$ cat config.mk
export PLATFORM = sky130hd
export DESIGN_NAME = mmio_console_flat
export DESIGN_NICKNAME = d
export VERILOG_FILES = /design/src/rtl/mmio_console_pkg.sv /design/src/rtl/mmio_console_if.sv /design/src/rtl/mmio_console_fifo.sv /design/src/rtl/mmio_console.sv /design/src/flat_wrapper.sv
export SDC_FILE = /design/constraint.sdc
export NUM_CORES = 1
export LEC_CHECK = 0
export CAP_MARGIN = 20
export CORE_MARGIN = 3
export CORE_UTILIZATION = 54
export DETAILED_ROUTE_END_ITERATION = 10
export PLACE_DENSITY = 0.84
export RECOVER_POWER = 50
export SETUP_SLACK_MARGIN = 0.2
export SLEW_MARGIN = 10
export SYNTH_ARGS = -nofsm -noshare
export SYNTH_HDL_FRONTEND = slang
export SYNTH_SLANG_ARGS = --single-unit
$ cat constraint.sdc
create_clock -name clk_i -period 4.9 [get_ports clk_i]
set_clock_uncertainty 0.1 [all_clocks]
set_input_delay 0.735 -clock clk_i [delete_from_list [all_inputs] [get_ports clk_i]]
set_output_delay 0.735 -clock clk_i [all_outputs]
set_load 0.01 [all_outputs]
$ cat src/rtl/mmio_console_pkg.sv
// Shared types and constants for the MMIO console.
//   state_e           : console FSM states (run / drain / done)
//   MMIO_SEL_BIT      : address bit that selects the MMIO region
//   FINI_CODE_DEFAULT : write data that requests simulation finish
//   byte_t            : one console character
package mmio_console_pkg;

    typedef enum logic [1:0] {
        StRun,
        StDrain,
        StDone
    } state_e;

    localparam int unsigned MMIO_SEL_BIT      = 31;
    localparam logic [31:0] FINI_CODE_DEFAULT = 32'h0002_0000;

    typedef logic [7:0] byte_t;

endpackage

$ cat src/rtl/mmio_console_if.sv
// Bus bundle between the CPU data-bus write port / byte consumer and the console.
//   dbus_addr, dbus_wvalid, dbus_wdata : CPU write request
//   dbus_stall                          : console asks CPU to hold the write
//   tx_data, tx_valid, tx_ready         : outgoing character stream
// master: CPU/consumer side. slave: console side.
interface mmio_console_if;
    import mmio_console_pkg::*;

    logic [31:0] dbus_addr;
    logic        dbus_wvalid;
    logic [31:0] dbus_wdata;
    logic        dbus_stall;
    byte_t       tx_data;
    logic        tx_valid;
    logic        tx_ready;

    modport master (
        output dbus_addr, dbus_wvalid, dbus_wdata, tx_ready,
        input  dbus_stall, tx_data, tx_valid
    );

    modport slave (
        input  dbus_addr, dbus_wvalid, dbus_wdata, tx_ready,
        output dbus_stall, tx_data, tx_valid
    );

endinterface

$ cat src/rtl/mmio_console_fifo.sv
// Console FIFO: first-word-fall-through byte FIFO.
//   clk_i, rst_n : clock, async active-low reset
//   flush_i      : empties the FIFO on the next edge (overrides push/pop)
//   push_i/data_i: write one byte (ignored when full)
//   pop_i        : drop the head byte (ignored when empty)
//   data_o       : head byte, 0 when empty
//   full_o, empty_o, level_o : occupancy status
module mmio_console_fifo
    import mmio_console_pkg::*;
#(
    parameter int unsigned DEPTH = 16
) (
    input  logic                     clk_i,
    input  logic                     rst_n,
    input  logic                     flush_i,
    input  logic                     push_i,
    input  byte_t                    data_i,
    input  logic                     pop_i,
    output byte_t                    data_o,
    output logic                     full_o,
    output logic                     empty_o,
    output logic [$clog2(DEPTH):0]   level_o
);

    localparam int unsigned AW = $clog2(DEPTH);
    localparam logic [AW:0] PtrOne = 1;

    // Pointers carry one extra wrap bit so full and empty are distinct.
    logic [AW:0] wptr_q, wptr_d, rptr_q, rptr_d;
    byte_t       mem_q [DEPTH];
    logic        do_push, do_pop;

    assign level_o = wptr_q - rptr_q;
    assign full_o  = (level_o == (AW + 1)'(DEPTH));
    assign empty_o = (wptr_q == rptr_q);
    assign do_push = push_i && !full_o && !flush_i;
    assign do_pop  = pop_i && !empty_o && !flush_i;
    assign data_o  = empty_o ? '0 : mem_q[rptr_q[AW-1:0]];

    always_comb begin
        wptr_d = wptr_q;
        rptr_d = rptr_q;
        if (flush_i) begin
            rptr_d = wptr_q;
        end else begin
            if (do_push) wptr_d = wptr_q + PtrOne;
            if (do_pop)  rptr_d = rptr_q + PtrOne;
        end
    end

    always_ff @(posedge clk_i or negedge rst_n) begin
        if (!rst_n) begin
            wptr_q <= '0;
            rptr_q <= '0;
        end else begin
            wptr_q <= wptr_d;
            rptr_q <= rptr_d;
        end
    end

    always_ff @(posedge clk_i) begin
        if (do_push) mem_q[wptr_q[AW-1:0]] <= data_i;
    end

endmodule

$ cat src/rtl/mmio_console.sv
// MMIO console and simulation-control sink on the CPU data-bus write port.
// MMIO writes (addr[31]=1) carry characters into a FIFO streamed out on tx_*;
// the finish code drains the FIFO and then raises fini_o. A full FIFO stalls
// the CPU.
//   clk_i, rst_n : clock, async active-low reset
//   bus          : mmio_console_if.slave (dbus write port + tx byte stream)
//   level_o      : FIFO occupancy
//   fini_o       : finish reached (sticky until reset)
//   timeout_o    : watchdog expired (sticky until reset)
// Optional: define MMIO_CONSOLE_TIMEOUT_EN to build the 64-bit watchdog that
// forces DONE after TIMEOUT_CYCLES cycles; otherwise timeout_o is tied 0.
module mmio_console
    import mmio_console_pkg::*;
#(
    parameter int unsigned DEPTH          = 16,
    parameter logic [31:0] FINI_CODE      = FINI_CODE_DEFAULT,
    parameter int unsigned TIMEOUT_CYCLES = 200000
) (
    input  logic                   clk_i,
    input  logic                   rst_n,
    mmio_console_if.slave          bus,
    output logic [$clog2(DEPTH):0] level_o,
    output logic                   fini_o,
    output logic                   timeout_o
);

    state_e state_q, state_d;
    logic   hit, is_fini, is_char;
    logic   fifo_full, fifo_empty, push, pop, expire;

    assign hit     = bus.dbus_wvalid && bus.dbus_addr[MMIO_SEL_BIT];
    assign is_fini = hit && (bus.dbus_wdata == FINI_CODE);
    assign is_char = hit && !is_fini;
    assign pop     = !fifo_empty && bus.tx_ready;
    assign bus.tx_valid = !fifo_empty;

    logic unused_addr;
    assign unused_addr = ^bus.dbus_addr[MMIO_SEL_BIT-1:0];

    mmio_console_fifo #(
        .DEPTH (DEPTH)
    ) u_fifo (
        .clk_i   (clk_i),
        .rst_n   (rst_n),
        .flush_i (expire),
        .push_i  (push),
        .data_i  (bus.dbus_wdata[7:0]),
        .pop_i   (pop),
        .data_o  (bus.tx_data),
        .full_o  (fifo_full),
        .empty_o (fifo_empty),
        .level_o (level_o)
    );

    always_ff @(posedge clk_i or negedge rst_n) begin
        if (!rst_n) state_q <= StRun;
        else        state_q <= state_d;
    end

    always_comb begin
        state_d = state_q;
        unique case (state_q)
            StRun:   if (is_fini)    state_d = StDrain;
            StDrain: if (fifo_empty) state_d = StDone;
            StDone:  state_d = StDone;
            default: state_d = StRun;
        endcase
        // Watchdog expiry beats a same-cycle finish write.
        if (expire) state_d = StDone;
    end

    // Stall looks only at full: a pop on the same edge does not admit the write.
    always_comb begin
        push           = (state_q == StRun) && is_char && !fifo_full && !expire;
        bus.dbus_stall = (state_q == StRun) && is_char && fifo_full;
        fini_o         = (state_q == StDone);
    end

`ifdef MMIO_CONSOLE_TIMEOUT_EN
    logic [63:0] wdog_q, wdog_d;
    logic        timeout_q, timeout_d;

    assign expire = (state_q != StDone) && (wdog_q == 64'(TIMEOUT_CYCLES) - 64'd1);

    always_comb begin
        wdog_d    = wdog_q;
        timeout_d = timeout_q | expire;
        if (state_q != StDone) wdog_d = wdog_q + 64'd1;
    end

    always_ff @(posedge clk_i or negedge rst_n) begin
        if (!rst_n) begin
            wdog_q    <= '0;
            timeout_q <= 1'b0;
        end else begin
            wdog_q    <= wdog_d;
            timeout_q <= timeout_d;
        end
    end

    assign timeout_o = timeout_q;
`else
    logic unused_timeout;
    assign unused_timeout = ^TIMEOUT_CYCLES;
    assign expire         = 1'b0;
    assign timeout_o      = 1'b0;
`endif

endmodule

$ cat src/flat_wrapper.sv
// flat-port wrapper written by rule: the top's interface ports become plain ports
module mmio_console_flat import mmio_console_pkg::*;
#(
    parameter int unsigned DEPTH          = 16,
    parameter logic [31:0] FINI_CODE      = FINI_CODE_DEFAULT,
    parameter int unsigned TIMEOUT_CYCLES = 200000
)
  (clk_i, rst_n, level_o, fini_o, timeout_o, bus_dbus_addr, bus_dbus_wvalid, bus_dbus_wdata, bus_tx_ready, bus_dbus_stall, bus_tx_data, bus_tx_valid);
  mmio_console_if bus_i ();
  input  logic clk_i;
  input  logic rst_n;
  output logic [$clog2(DEPTH):0] level_o;
  output logic fini_o;
  output logic timeout_o;
  input wire logic [$bits(bus_i.dbus_addr)-1:0] bus_dbus_addr;
  input wire logic [$bits(bus_i.dbus_wvalid)-1:0] bus_dbus_wvalid;
  input wire logic [$bits(bus_i.dbus_wdata)-1:0] bus_dbus_wdata;
  input wire logic [$bits(bus_i.tx_ready)-1:0] bus_tx_ready;
  output wire logic [$bits(bus_i.dbus_stall)-1:0] bus_dbus_stall;
  output wire logic [$bits(bus_i.tx_data)-1:0] bus_tx_data;
  output wire logic [$bits(bus_i.tx_valid)-1:0] bus_tx_valid;
  assign bus_i.dbus_addr = bus_dbus_addr;
  assign bus_i.dbus_wvalid = bus_dbus_wvalid;
  assign bus_i.dbus_wdata = bus_dbus_wdata;
  assign bus_i.tx_ready = bus_tx_ready;
  assign bus_dbus_stall = bus_i.dbus_stall;
  assign bus_tx_data = bus_i.tx_data;
  assign bus_tx_valid = bus_i.tx_valid;
  mmio_console #(.DEPTH(DEPTH), .FINI_CODE(FINI_CODE), .TIMEOUT_CYCLES(TIMEOUT_CYCLES)) u_core (.clk_i(clk_i), .rst_n(rst_n), .bus(bus_i), .level_o(level_o), .fini_o(fini_o), .timeout_o(timeout_o));
endmodule
* Word-level counts from Yosys, hierarchy flattened
Memory sizes are Yosys's and may differ from the RTL's.
Cells that the tools add are included.
** Operators by class
- $add $sub $neg :: 3
- Equality and inequality tests :: 7
- Mux-type cells :: 6
- Reductions and logical operators :: 14
** Operators with widths (count)
- $eq A32 B18 Y1 const B :: 1
- $add A5 B1 Y5 const B :: 2
- $logic_and A1 B1 Y1 :: 9
- $mux W8 :: 1
- $pmux W2 S3 :: 1
- $eq A5 B5 Y1 :: 1
- $eq A5 B5 Y1 const B :: 1
- $sub A5 B5 Y5 :: 1
- $mux W2 :: 2
- $ne A2 B1 Y1 const B :: 2
- $logic_not A1 Y1 :: 3
- $eq A2 B1 Y1 const B :: 1
- $eq A2 B2 Y1 const B :: 1
- $logic_not A2 Y1 :: 1
- $mux W1 :: 2
- $reduce_and A2 Y1 :: 1
** Word-level totals
- Bits in registers :: 12
- Bits in writable memories :: 128
- Bits of input ports :: 68
- Output and inout port bits :: 17
- Word-level logic and storage cells :: 34
- Memories :: 1
** Memory list
- u_core.u_fifo.mem_q :: depth 16, bits a word 8, read ports 1, clocked after Yosys merged registers in 0, wr ports 1, RTL line mmio_console_fifo.sv:30 : byte_t mem_q [DEPTH];

* Longest topological paths before layout
Gate-level depths: netlist of run 1.
- Depth in word-level cells :: 9
- Depth in mapped cells :: 11
- Depth with buffers taken out :: 9

* Hierarchy
A second synthesis of run 1 with hierarchy kept.
** Second synthesis, totals
- Cell total of the unflattened synthesis :: 316
- Area total of the unflattened synthesis :: 6005.8 sq um
** By module, submodules not included
- mmio_console_fifo :: instances 1, cells an instance 280, area each 5714.2 sq um
- mmio_console :: instances 1, cells an instance 36, area each 291.5 sq um

* Least setup slack after synthesis of run 1
OpenSTA, ideal clock, no wires.
- Path type :: register to register
- Start :: reg u_core.u_fifo.rptr_q[1]
- End :: mem u_core.u_fifo.mem_q[15][0] in the netlist's numbering (enable)
- Library setup time :: 404 ps
- Arrival :: 2993 ps
- Path slack :: 1403 ps
- Cell stages (with the launch flop) :: 8
- Buffers on the path :: 1
- Clock period less this slack :: 3497 ps
- Cells stage by stage :: dfrtp_1 -> clkbuf_1 -> clkinv_1 -> fa_1 -> xor2_1 -> or3_1 -> a2111oi_4 -> nor4b_1
** Between the ends
- Cells in the longest elaborated chain, start to end :: 7
** RTL lines
- start: declaration :: RTL line mmio_console_fifo.sv:29 : logic [AW:0] wptr_q, wptr_d, rptr_q, rptr_d;
- start signal: assignment :: RTL line mmio_console_fifo.sv:57 : rptr_q <= rptr_d;
- $sub A5 B5 Y5 (*) :: RTL line mmio_console_fifo.sv:33 : assign level_o = wptr_q - rptr_q;
- net level_o[2] :: RTL line flat_wrapper.sv:12 : output logic [$clog2(DEPTH):0] level_o;
- $eq A5 B5 Y1 (*) :: RTL line mmio_console_fifo.sv:34 : assign full_o = (level_o == (AW + 1)'(DEPTH));
- $logic_not A1 Y1 (*) :: RTL line mmio_console_fifo.sv:36, mmio_console.sv:74
- $logic_and A1 B1 Y1 :: RTL line mmio_console.sv:74 : push = (state_q == StRun) && is_char && !fifo_full && !expire;
- $logic_and A1 B1 Y1 (*) :: RTL line mmio_console_fifo.sv:36 : assign do_push = push_i && !full_o && !flush_i;
- $mux W1 (*) :: RTL line mmio_console_fifo.sv:62 : if (do_push) mem_q[wptr_q[AW-1:0]] <= data_i;
- $mux W1 (implied by the code) (*) :: RTL line mmio_console_fifo.sv:62
- end: declaration :: RTL line mmio_console_fifo.sv:30
The timed path passes the listed nets; every way through them passes the cells marked *.

* Final worst setup path of run 1
- Start :: reg u_core.u_fifo.rptr_q[2]
- End :: out bus_dbus_stall
** Between the ends
- Cells in the longest elaborated chain, start to end :: 3
** RTL lines
- $sub A5 B5 Y5 :: RTL line mmio_console_fifo.sv:33
- $eq A5 B5 Y1 :: RTL line mmio_console_fifo.sv:34
- $logic_and A1 B1 Y1 :: RTL line mmio_console.sv:75 : bus.dbus_stall = (state_q == StRun) && is_char && fifo_full;
- end: declaration :: RTL line flat_wrapper.sv:19 : output wire logic [$bits(bus_i.dbus_stall)-1:0] bus_dbus_stall;
No other way between the ends.

==> results.txt, run 1 <==
TritonRoute pass-1 iters - 5
RSZ-0062 raised after global routing - no
Tcrit/Tclk final - 0.910
Crit Path Category - reg2out
WL per Instance - 23.6 um
Vias per Instance - 6.13
Cell Area, Synth - 5940 um^2
Clk buf depth - 2
Total die area - 12300 um^2
CTS root buf - clkbuf_8
Drt drc - 0
CTS tree - done
DRT antenna net count - 0
Commonest non-fill, non-tap cells in the layout - 128 x edfxtp_1, 41 x clkdlybuf4s50_1, 32 x mux4_2
Data arrival, critical path - 3620 ps
FFs w/ async S/R, synth - 0.0857
PostCTS Resize Cnt - 0
Leakage Power - 2.55 nW
Chip Width - 111 um
WL final - 12.8 mm
Outcome - finished, final reports clean
Worst setup EP type - primary output
Register area share after synthesis - 0.697
DRT iter0 DRCs - 312
Peak VDD IR - 0.000329 V
Share of layout cells above drive strength 1 - 0.185
Vias in the first global route - 3445
Fmax - 224 MHz
GR Util All Layers - 0.219
First-pass GRT wire length - 20.0 mm
Largest cells by area after synthesis - edfxtp_1 65%, mux4_2 12%, dfrtp_1 5.1%, ha_1 2.7%, and3_1 2.3%
Yosys warns - 0
Hold WS - 433 ps
IO Pins - 85
Syn_nets - 411
Post-CTS Setup Bufs - 0
Core area - 10500 um^2
Fillers - 648
Reg clk slew, reported paths - 60 ps
Rows - 37
Post-layout util - 0.692
H-tree Lvls - 4
Number of max-cap violations - 0
Vert. Die Dim - 111 um
Cell taking the most area after synthesis - edfxtp_1
Top cell type's share of synthesized area - 0.647
Initial Utilization - 0.566
Worst Path Required - 4070 ps
Setup TNS Final - 0 ps
N_diodes - 0
Detailed Place HPWL - 7.74 mm
Final setup fails - 0
Largest net degree at the start of global routing - 36
PwrDens - 615 nW/um^2
Syn Area/Cell - 18.1 um^2
Crit Path Max Fanout - 20
Worst skew pair latency - 510 ps
Nets - 474
Final number of max-transition violations - 0
CTS Buf Count - 17
Tmin final - 4460 ps
#FFs+latches synth - 140
Hold_buf cts - 0
Startpoint Class - flop
Worst rel slew slack - 0.536
Worst-Margin Slew - 695 ps
Total grt overflow - 0
Most common cell after layout, fill and taps aside - edfxtp_1
Synth unique cells - 41
Initial antenna violation count - 0
Post-synthesis cell count - 329
I/O Buffers - 52
EDFF count, synth - 128
Final RePlAce weighted congestion - 0.862
Clock sinks - 140
Prevailing post-synth register cell - edfxtp_1
Endpoints failing hold - 0
Hold Crit Class - reg2reg
Via count - 3318
Area grow syn2layout - 22.3%
-- cells by family after synthesis --
| logic type | after synthesis | synth area share |
|---|---|---|
| AOI/OAI and AO/OA | 16 | 0.0215 |
| xor gates and xnor gates | 11 | 0.0162 |
| adders and majority gates | 14 | 0.0307 |
| buffers and inverters | 25 | 0.0185 |
| DFF | 140 | 0.697 |
| muxes | 43 | 0.141 |
| other | 1 | 0.000631 |
| and+or+nand+nor | 79 | 0.0743 |
-- where the power goes --
part	internal [mW]	leakage, nW	switching (mW)
sequential	1.41	1.30	0.0794
combinational	0.772	0.931	0.795
clock	0.933	0.321	0.488
total	3.11	2.55	1.36
-- synth_stat cells, drive strengths merged, types with 2 or more instances --
cell    number
a211oi       8
xnor2        6
mux4        32
and3        22
buf          7
and2         7
ha          13
or3          2
nor4b        2
edfxtp     128
o21ai        3
nor4         7
a21oi        2
dfrtp       12
nand4        4
nor3         2
clkbuf       7
nor2         5
mux2         3
inv         10
and3b        2
mux2i        8
nand2       22
xor2         5
nand3        2
-- worst max-delay path: stages, from the launching register on --
cell             delay (ps)
dfrtp_1                 340
buf_4                   300
inv_2                   210
ha_1                    390
and3b_1                 220
or3_4                   380
a2111oi_4               510
and3b_1                 220
clkdlybuf4s50_1         530
-- flip-flops by register name, indices dropped and copies added, names as in the netlist --
signal                cells
u_core.u_fifo.wptr_q      5
u_core.state_q            2
u_core.u_fifo.mem_q     128
u_core.u_fifo.rptr_q      5
-- routing by layer --
layer | vias to the layer above | part of all wire | wire, um | global-route usage
li1 | 1437 | - | - | -
met1 | 1666 | 0.39 | 5040 | 0.285
met2 | 190 | 0.51 | 6480 | 0.352
met3 | 25 | 0.075 | 962 | 0.0562
met4 | 0 | 0.022 | 278 | 0.0936
met5 | - | 0 | 0 | 0
-- worst paths after layout --
check / from / endpoint / slack (ps) / depth (start not counted)
setup / recovery: u_core.u_fifo.rptr_q[2] / bus_dbus_stall / 440 / 8
hold / removal: u_core.u_fifo.wptr_q[4] / u_core.u_fifo.wptr_q[4] / 430 / 1
setup reg to reg: u_core.u_fifo.rptr_q[2] / u_core.u_fifo.mem_q[10][0] / 1440 / 8
hold reg to reg: u_core.u_fifo.wptr_q[4] / u_core.u_fifo.wptr_q[4] / 430 / 1
max in group asynchronous: rst_n / u_core.u_fifo.rptr_q[0] / 3690 / 1
min in group asynchronous: rst_n / u_core.u_fifo.wptr_q[0] / 580 / 1
-- cell type report --
type | instances | area, um^2 | share of cell area
timing repair buffer | 58 | 558 | 0.0768
tap | 136 | 170 | 0.0234
clock inverter | 14 | 241 | 0.0332
clock buffer | 18 | 418 | 0.0575
multi-input combinational | 164 | 1700 | 0.233
sequential | 140 | 4150 | 0.570
inverter | 11 | 41.3 | 0.00568
-- stage by stage --
step                      std cells  power [mW]  instance area, um^2  setup slack, ps
after floorplan                 329        2.48                 5940             1400
after global placement          509        3.00                 6620             1030
after detailed placement        509        3.05                 6620              970
after CTS                       541        4.50                 7280              431
after global routing            541        4.65                 7270              326
final                           541        4.47                 7270              443
Note: power is estimated with default switching activity, not from simulation.
==> run 2: changes to the inputs <==
--- a/config.mk
+++ b/config.mk
@@ -7,8 +7,9 @@
 export LEC_CHECK = 0
 export CAP_MARGIN = 20
 export CORE_MARGIN = 3
-export CORE_UTILIZATION = 54
+export CORE_UTILIZATION = 63
 export DETAILED_ROUTE_END_ITERATION = 10
+export DONT_BUFFER_PORTS = 1
 export PLACE_DENSITY = 0.84
 export RECOVER_POWER = 50
 export SETUP_SLACK_MARGIN = 0.2
==> run 2 against run 1 <==
Compared with the run above:
- sequential power is essentially flat
- register-to-register slack barely moved
- critical path depth did not move
- utilization up 5.5 points
==> results.txt, run 2 (same netlist as run 1, synthesis figures left out) <==
Outcome - finished, final reports clean (unchanged)
GR Util All Layers - 0.249 (was 0.219)
CP Cell Sequence - inv_1, ha_1, inv_1, fa_1, xor2_1, or3_1, a2111oi_4, and3b_1 (was buf_4, inv_2, ha_1, and3b_1, or3_4, a2111oi_4, and3b_1, clkdlybuf4s50_1)
Detailed Place HPWL - 7.27 mm (was 7.74 mm)
Share of layout cells above drive strength 1 - 0.210 (was 0.185)
Reg clk slew, reported paths - 70 ps (was 60 ps)
RR Startpoint - u_core.u_fifo.wptr_q[0] (was u_core.u_fifo.rptr_q[2])
Clk buf depth - 2 (unchanged)
CP dominant cell by count - inv_1 (was and3b_1)
Worst rel slew slack - 0.548 (was 0.536)
Crit Path Max Fanout - 5 (was 20)
Setup TNS Final - 0 ps (unchanged)
Initial antenna violation count - 0 (unchanged)
I/O Buffers - 0 (was 52)
DRT iter0 DRCs - 265 (was 312)
CP startpoint - u_core.u_fifo.wptr_q[0] (was u_core.u_fifo.rptr_q[2])
Leakage Power - 2.32 nW (was 2.55 nW)
Tmin final - 4060 ps (was 4460 ps)
Vias per Instance - 6.57 (was 6.13)
CTS Buf Count - 17 (unchanged)
Slowest CP cell - a2111oi_4 (was clkdlybuf4s50_1)
IO Pins - 85 (unchanged)
Tcrit/Tclk final - 0.828 (was 0.910)
Final RePlAce weighted congestion - 0.827 (was 0.862)
Worst Path Required - 4070 ps (about the same)
Hold WS - 204 ps (was 433 ps)
Endpoints failing hold - 0 (unchanged)
Data arrival, critical path - 3220 ps (was 3620 ps)
TritonRoute pass-1 iters - 5 (unchanged)
DRT antenna net count - 0 (unchanged)
WL per Instance - 25.5 um (was 23.6 um)
Post-CTS Setup Bufs - 0 (unchanged)
CP max stage delay - 510 ps (was 530 ps)
Delay-heaviest family, CP - adder cells (was buffers and inverters)
Clock sinks - 140 (unchanged)
Number of max-cap violations - 0 (unchanged)
H-tree Lvls - 4 (unchanged)
Worst setup EP type - primary output (unchanged)
Max reg flops - 128 (unchanged)
Most common cell after layout, fill and taps aside - edfxtp_1 (unchanged)
Vias in the first global route - 3100 (was 3445)
CTS tree - done (unchanged)
Vert. Die Dim - 103 um (was 111 um)
Hold Crit Class - in2reg (was reg2reg)
Drt drc - 0 (unchanged)
First-pass GRT wire length - 18.3 mm (was 20.0 mm)
Via count - 3024 (was 3318)
Startpoint Class - flop (unchanged)
DP Worst Slack - 1420 ps (was 970 ps)
N_diodes - 0 (unchanged)
Setup ws final - 842 ps (was 443 ps)
PwrDens - 609 nW/um^2 (was 615 nW/um^2)
Area grow syn2layout - 12.2% (was 22.3%)
Final setup fails - 0 (unchanged)
Peak VDD IR - 0.000424 V (was 0.000329 V)
Total die area - 10600 um^2 (was 12300 um^2)
Worst skew pair latency - 530 ps (was 510 ps)
Commonest non-fill, non-tap cells in the layout - 128 x edfxtp_1, 32 x mux4_2, 22 x and3_1, 22 x nand2_1, 16 x clkbuf_16 (was 128 x edfxtp_1, 41 x clkdlybuf4s50_1, 32 x mux4_2)
WL final - 11.7 mm (was 12.8 mm)
Largest net degree at the start of global routing - 36 (unchanged)
Final number of max-transition violations - 0 (unchanged)
Worst Hold Launch - bus_dbus_wdata[0] (was u_core.u_fifo.wptr_q[4])
Total grt overflow - 0 (unchanged)
Initial Utilization - 0.665 (was 0.566)
RSZ-0062 raised after global routing - no (unchanged)
Fmax - 246 MHz (was 224 MHz)
Nets - 421 (was 474)
Core area - 8930 um^2 (was 10500 um^2)
Critical path buffer and inverter count - 2 (was 3)
CTS root buf - clkbuf_8 (unchanged)
Power Total - 4.06 mW (was 4.47 mW)
Placed cells - 427 (was 509)
Worst-Margin Slew - 677 ps (was 695 ps)
Chip Width - 103 um (was 111 um)
PostCTS Resize Cnt - 0 (unchanged)
Layout Cells excl Fill - 460 (was 541)
Rows - 34 (was 37)
Crit Path Category - reg2out (unchanged)
[run 2: power breakdown]
part	internal [mW]	leakage (nW)	total [mW]	switching, mW
Sequential	1.41	1.30	1.48	0.0753
Combinational	0.531	0.724	1.26	0.729
Clock	0.829	0.295	1.32	0.493
[run 2: final timing paths]
path	end	slack (ps)	depth (start not counted)
min in group asynchronous	u_core.u_fifo.wptr_q[2]	560	1
max in group asynchronous	u_core.u_fifo.rptr_q[0]	3710	1
worst min register to register	u_core.u_fifo.wptr_q[4]	440	1
worst max register to register	u_core.u_fifo.mem_q[10][0]	1430	9
worst max-delay path	bus_dbus_stall	840	8
worst min-delay path	u_core.u_fifo.mem_q[2][0]	200	0
[run 2: area by class of cell]
cell class / count / area, um^2
tap: 108 / 135
timing repair buffer: 5 / 40.0
inverter: 11 / 41.3
multi-input combinational: 164 / 1700
clock buffer: 18 / 418
sequential: 140 / 4150
clock inverter: 14 / 193
fill: 496 / 2260
[run 2: layer usage]
layer / vias up / global-route usage / share of wire
li1: 1331 / - / -
met1: 1539 / 0.351 / 0.39
met2: 143 / 0.387 / 0.53
met3: 11 / 0.0616 / 0.073
met4: 0 / 0.0906 / 0.0099
met5: - / 0 / 0
[run 2: what timing repair did]
action | 4_1_cts | 5_1_grt
endpoints found under the hold margin | 12 | 0
hold buffers | 1 | 0
setup endpoints to repair | 0 | 0
[run 2: stage by stage]
stage	area [um^2]	utilization
2_1_floorplan	5940	-
3_3_place_gp	6050	0.677
3_5_place_dp	6050	0.677
4_1_cts	6670	0.746
5_1_grt	6670	0.746
6_report	6670	0.746
==> run 3: changes to the inputs <==
==> constraint.sdc (replaced) <==
create_clock -name clk_i -period 4.2 [get_ports clk_i]
set_clock_uncertainty 0.1 [all_clocks]
set_input_delay 0.63 -clock clk_i [delete_from_list [all_inputs] [get_ports clk_i]]
set_output_delay 0.63 -clock clk_i [all_outputs]
set_load 0.01 [all_outputs]
==> run 3 against run 2 <==
Compared with the run above:
- combinational power increased by 17%
- routed wire length increased by 1.8%
- clock power increased by 11%
- non-clock buffer count unchanged
- first-iteration DRC count increased by 14%
- critical path depth unchanged
- register-to-register slack got worse by 620 ps
==> results.txt, run 3 (same netlist as run 1, synthesis figures left out) <==
Most common cell after layout, fill and taps aside - edfxtp_1 (unchanged)
Outcome - finished, final reports clean (unchanged)
Post-layout util - 0.744 (was 0.746)
Final RePlAce weighted congestion - 0.838 (was 0.827)
CP Cell Sequence - inv_1, ha_1, inv_1, fa_1, xor2_1, or3_1, a2111oi_4, and3b_1 (unchanged)
IO Pins - 85 (unchanged)
Worst Hold Launch - bus_dbus_wdata[0] (unchanged)
Area grow syn2layout - 11.8% (was 12.2%)
Final number of max-transition violations - 0 (unchanged)
H-tree Lvls - 4 (unchanged)
Worst-Margin Slew - 692 ps (was 677 ps)
CTS Buf Count - 17 (unchanged)
Crit Path Category - reg2out (unchanged)
Vert. Die Dim - 103 um (unchanged)
Startpoint Class - flop (unchanged)
N_diodes - 0 (unchanged)
Reg clk slew, reported paths - 60 ps (was 70 ps)
First-pass GRT wire length - 18.5 mm (was 18.3 mm)
Vias per Instance - 6.85 (was 6.57)
Final setup fails - 0 (unchanged)
Clk buf depth - 2 (unchanged)
Max reg flops - 128 (unchanged)
Vias in the first global route - 3262 (was 3100)
CP dominant cell by count - inv_1 (unchanged)
Crit Path Max Fanout - 5 (unchanged)
Worst skew pair latency - 510 ps (was 530 ps)
Hold Crit Class - in2reg (unchanged)
Slowest CP cell - a2111oi_4 (unchanged)
Tcrit/Tclk final - 0.913
Critical path buffer and inverter count - 2 (unchanged)
CP startpoint - u_core.u_fifo.wptr_q[0] (unchanged)
WL per Instance - 26.0 um (was 25.5 um)
CTS tree - done (unchanged)
Fillers - 494 (was 496)
Initial Utilization - 0.665 (unchanged)
Drt drc - 0 (unchanged)
Delay-heaviest family, CP - simple AND/OR/NAND/NOR gates (was adder cells)
Core area - 8930 um^2 (unchanged)
Detailed Place HPWL - 7.36 mm (was 7.27 mm)
Nets - 421 (unchanged)
DRT iter0 DRCs - 301 (was 265)
Clock sinks - 140 (unchanged)
Largest net degree at the start of global routing - 36 (unchanged)
CP max stage delay - 460 ps (was 510 ps)
PostCTS Resize Cnt - 0 (unchanged)
Hold WS - 108 ps (was 204 ps)
Worst setup EP type - primary output (unchanged)
Share of layout cells above drive strength 1 - 0.213 (was 0.210)
TritonRoute pass-1 iters - 5 (unchanged)
Tmin final - 3830 ps
Endpoints failing hold - 0 (unchanged)
Commonest non-fill, non-tap cells in the layout - 128 x edfxtp_1, 32 x mux4_2, 22 x and3_1, 22 x nand2_1, 16 x clkbuf_16 (unchanged)
Peak VDD IR - 0.000330 V (was 0.000424 V)
DRT antenna net count - 0 (unchanged)
Initial antenna violation count - 0 (unchanged)
Fmax - 261 MHz
RSZ-0062 raised after global routing - no (unchanged)
FF-to-FF setup slack - 810 ps (was 1430 ps)
Number of max-cap violations - 0 (unchanged)
Via count - 3152 (was 3024)
CTS root buf - clkbuf_8 (unchanged)
GR Util All Layers - 0.251 (was 0.249)
PwrDens - 702 nW/um^2 (was 609 nW/um^2)
Setup TNS Final - 0 ps (unchanged)
Worst rel slew slack - 0.539 (was 0.548)
Total grt overflow - 0 (unchanged)
RR Startpoint - u_core.u_fifo.rptr_q[3] (was u_core.u_fifo.wptr_q[0])
Total die area - 10600 um^2 (unchanged)
Data arrival, critical path - 3100 ps (was 3220 ps)
WL final - 12.0 mm (was 11.7 mm)
Leakage Power - 2.30 nW (was 2.32 nW)
Chip Width - 103 um (unchanged)
Worst Path Required - 3470 ps (was 4070 ps)
I/O Buffers - 0 (unchanged)
Rows - 34 (unchanged)
run 3: cell count changes in the layout (fill, tap and decap cells not counted), sizes merged:
cell / delta
inv: -1
clkinvlp: +2
bufinv: -1
run 3: layout make-up:
class	count	area (um^2)	share of cell area
clock buffers	18	418	0.0629
clock inverters	14	170	0.0256
inverters	11	41.3	0.00621
multi-input cells	164	1700	0.255
flip-flops and latches	140	4150	0.624
well taps	108	135	0.0203
repair buffers	5	40.0	0.00602
run 3: stage by stage:
stage	total power [mW]	cells	setup slack, ps	instance area (um^2)
2_1_floorplan	2.89	329	703	5940
3_3_place_gp	3.16	427	862	6050
3_5_place_dp	3.21	427	822	6050
4_1_cts	4.69	460	300	6650
5_1_grt	4.87	460	220	6650
6_report	4.67	460	365	6650
run 3: path summary, 6_finish.rpt:
path                                         endpoint  depth (start not counted)
hold / removal              u_core.u_fifo.mem_q[4][0]                          0
setup reg to reg           u_core.u_fifo.mem_q[14][5]                          7
max in group asynchronous     u_core.u_fifo.rptr_q[0]                          1
setup / recovery                       bus_dbus_stall                          8
min in group asynchronous     u_core.u_fifo.wptr_q[0]                          1
hold reg to reg               u_core.u_fifo.rptr_q[4]                          1
run 3: timing repair:
| action | in CTS | in global routing |
|---|---|---|
| hold buffers | 1 | 0 |
| buffers inserted | 0 | 0 |
| hold endpoints to repair | 12 | 0 |
| setup endpoints to repair | 0 | 1 |
run 3: report_power, final:
group          switching, mW  internal, mW
Clock                  0.557         0.905
Combinational          0.852         0.618
Sequential            0.0925          1.64
Total                   1.50          3.17
run 3: layer usage:
layer / vias to the layer above / wire length (um) / track usage
met5: - / 0 / 0
met4: 0 / 283 / 0.104
met3: 26 / 722 / 0.0697
met2: 146 / 6260 / 0.395
met1: 1646 / 4690 / 0.337
li1: 1334 / - / -
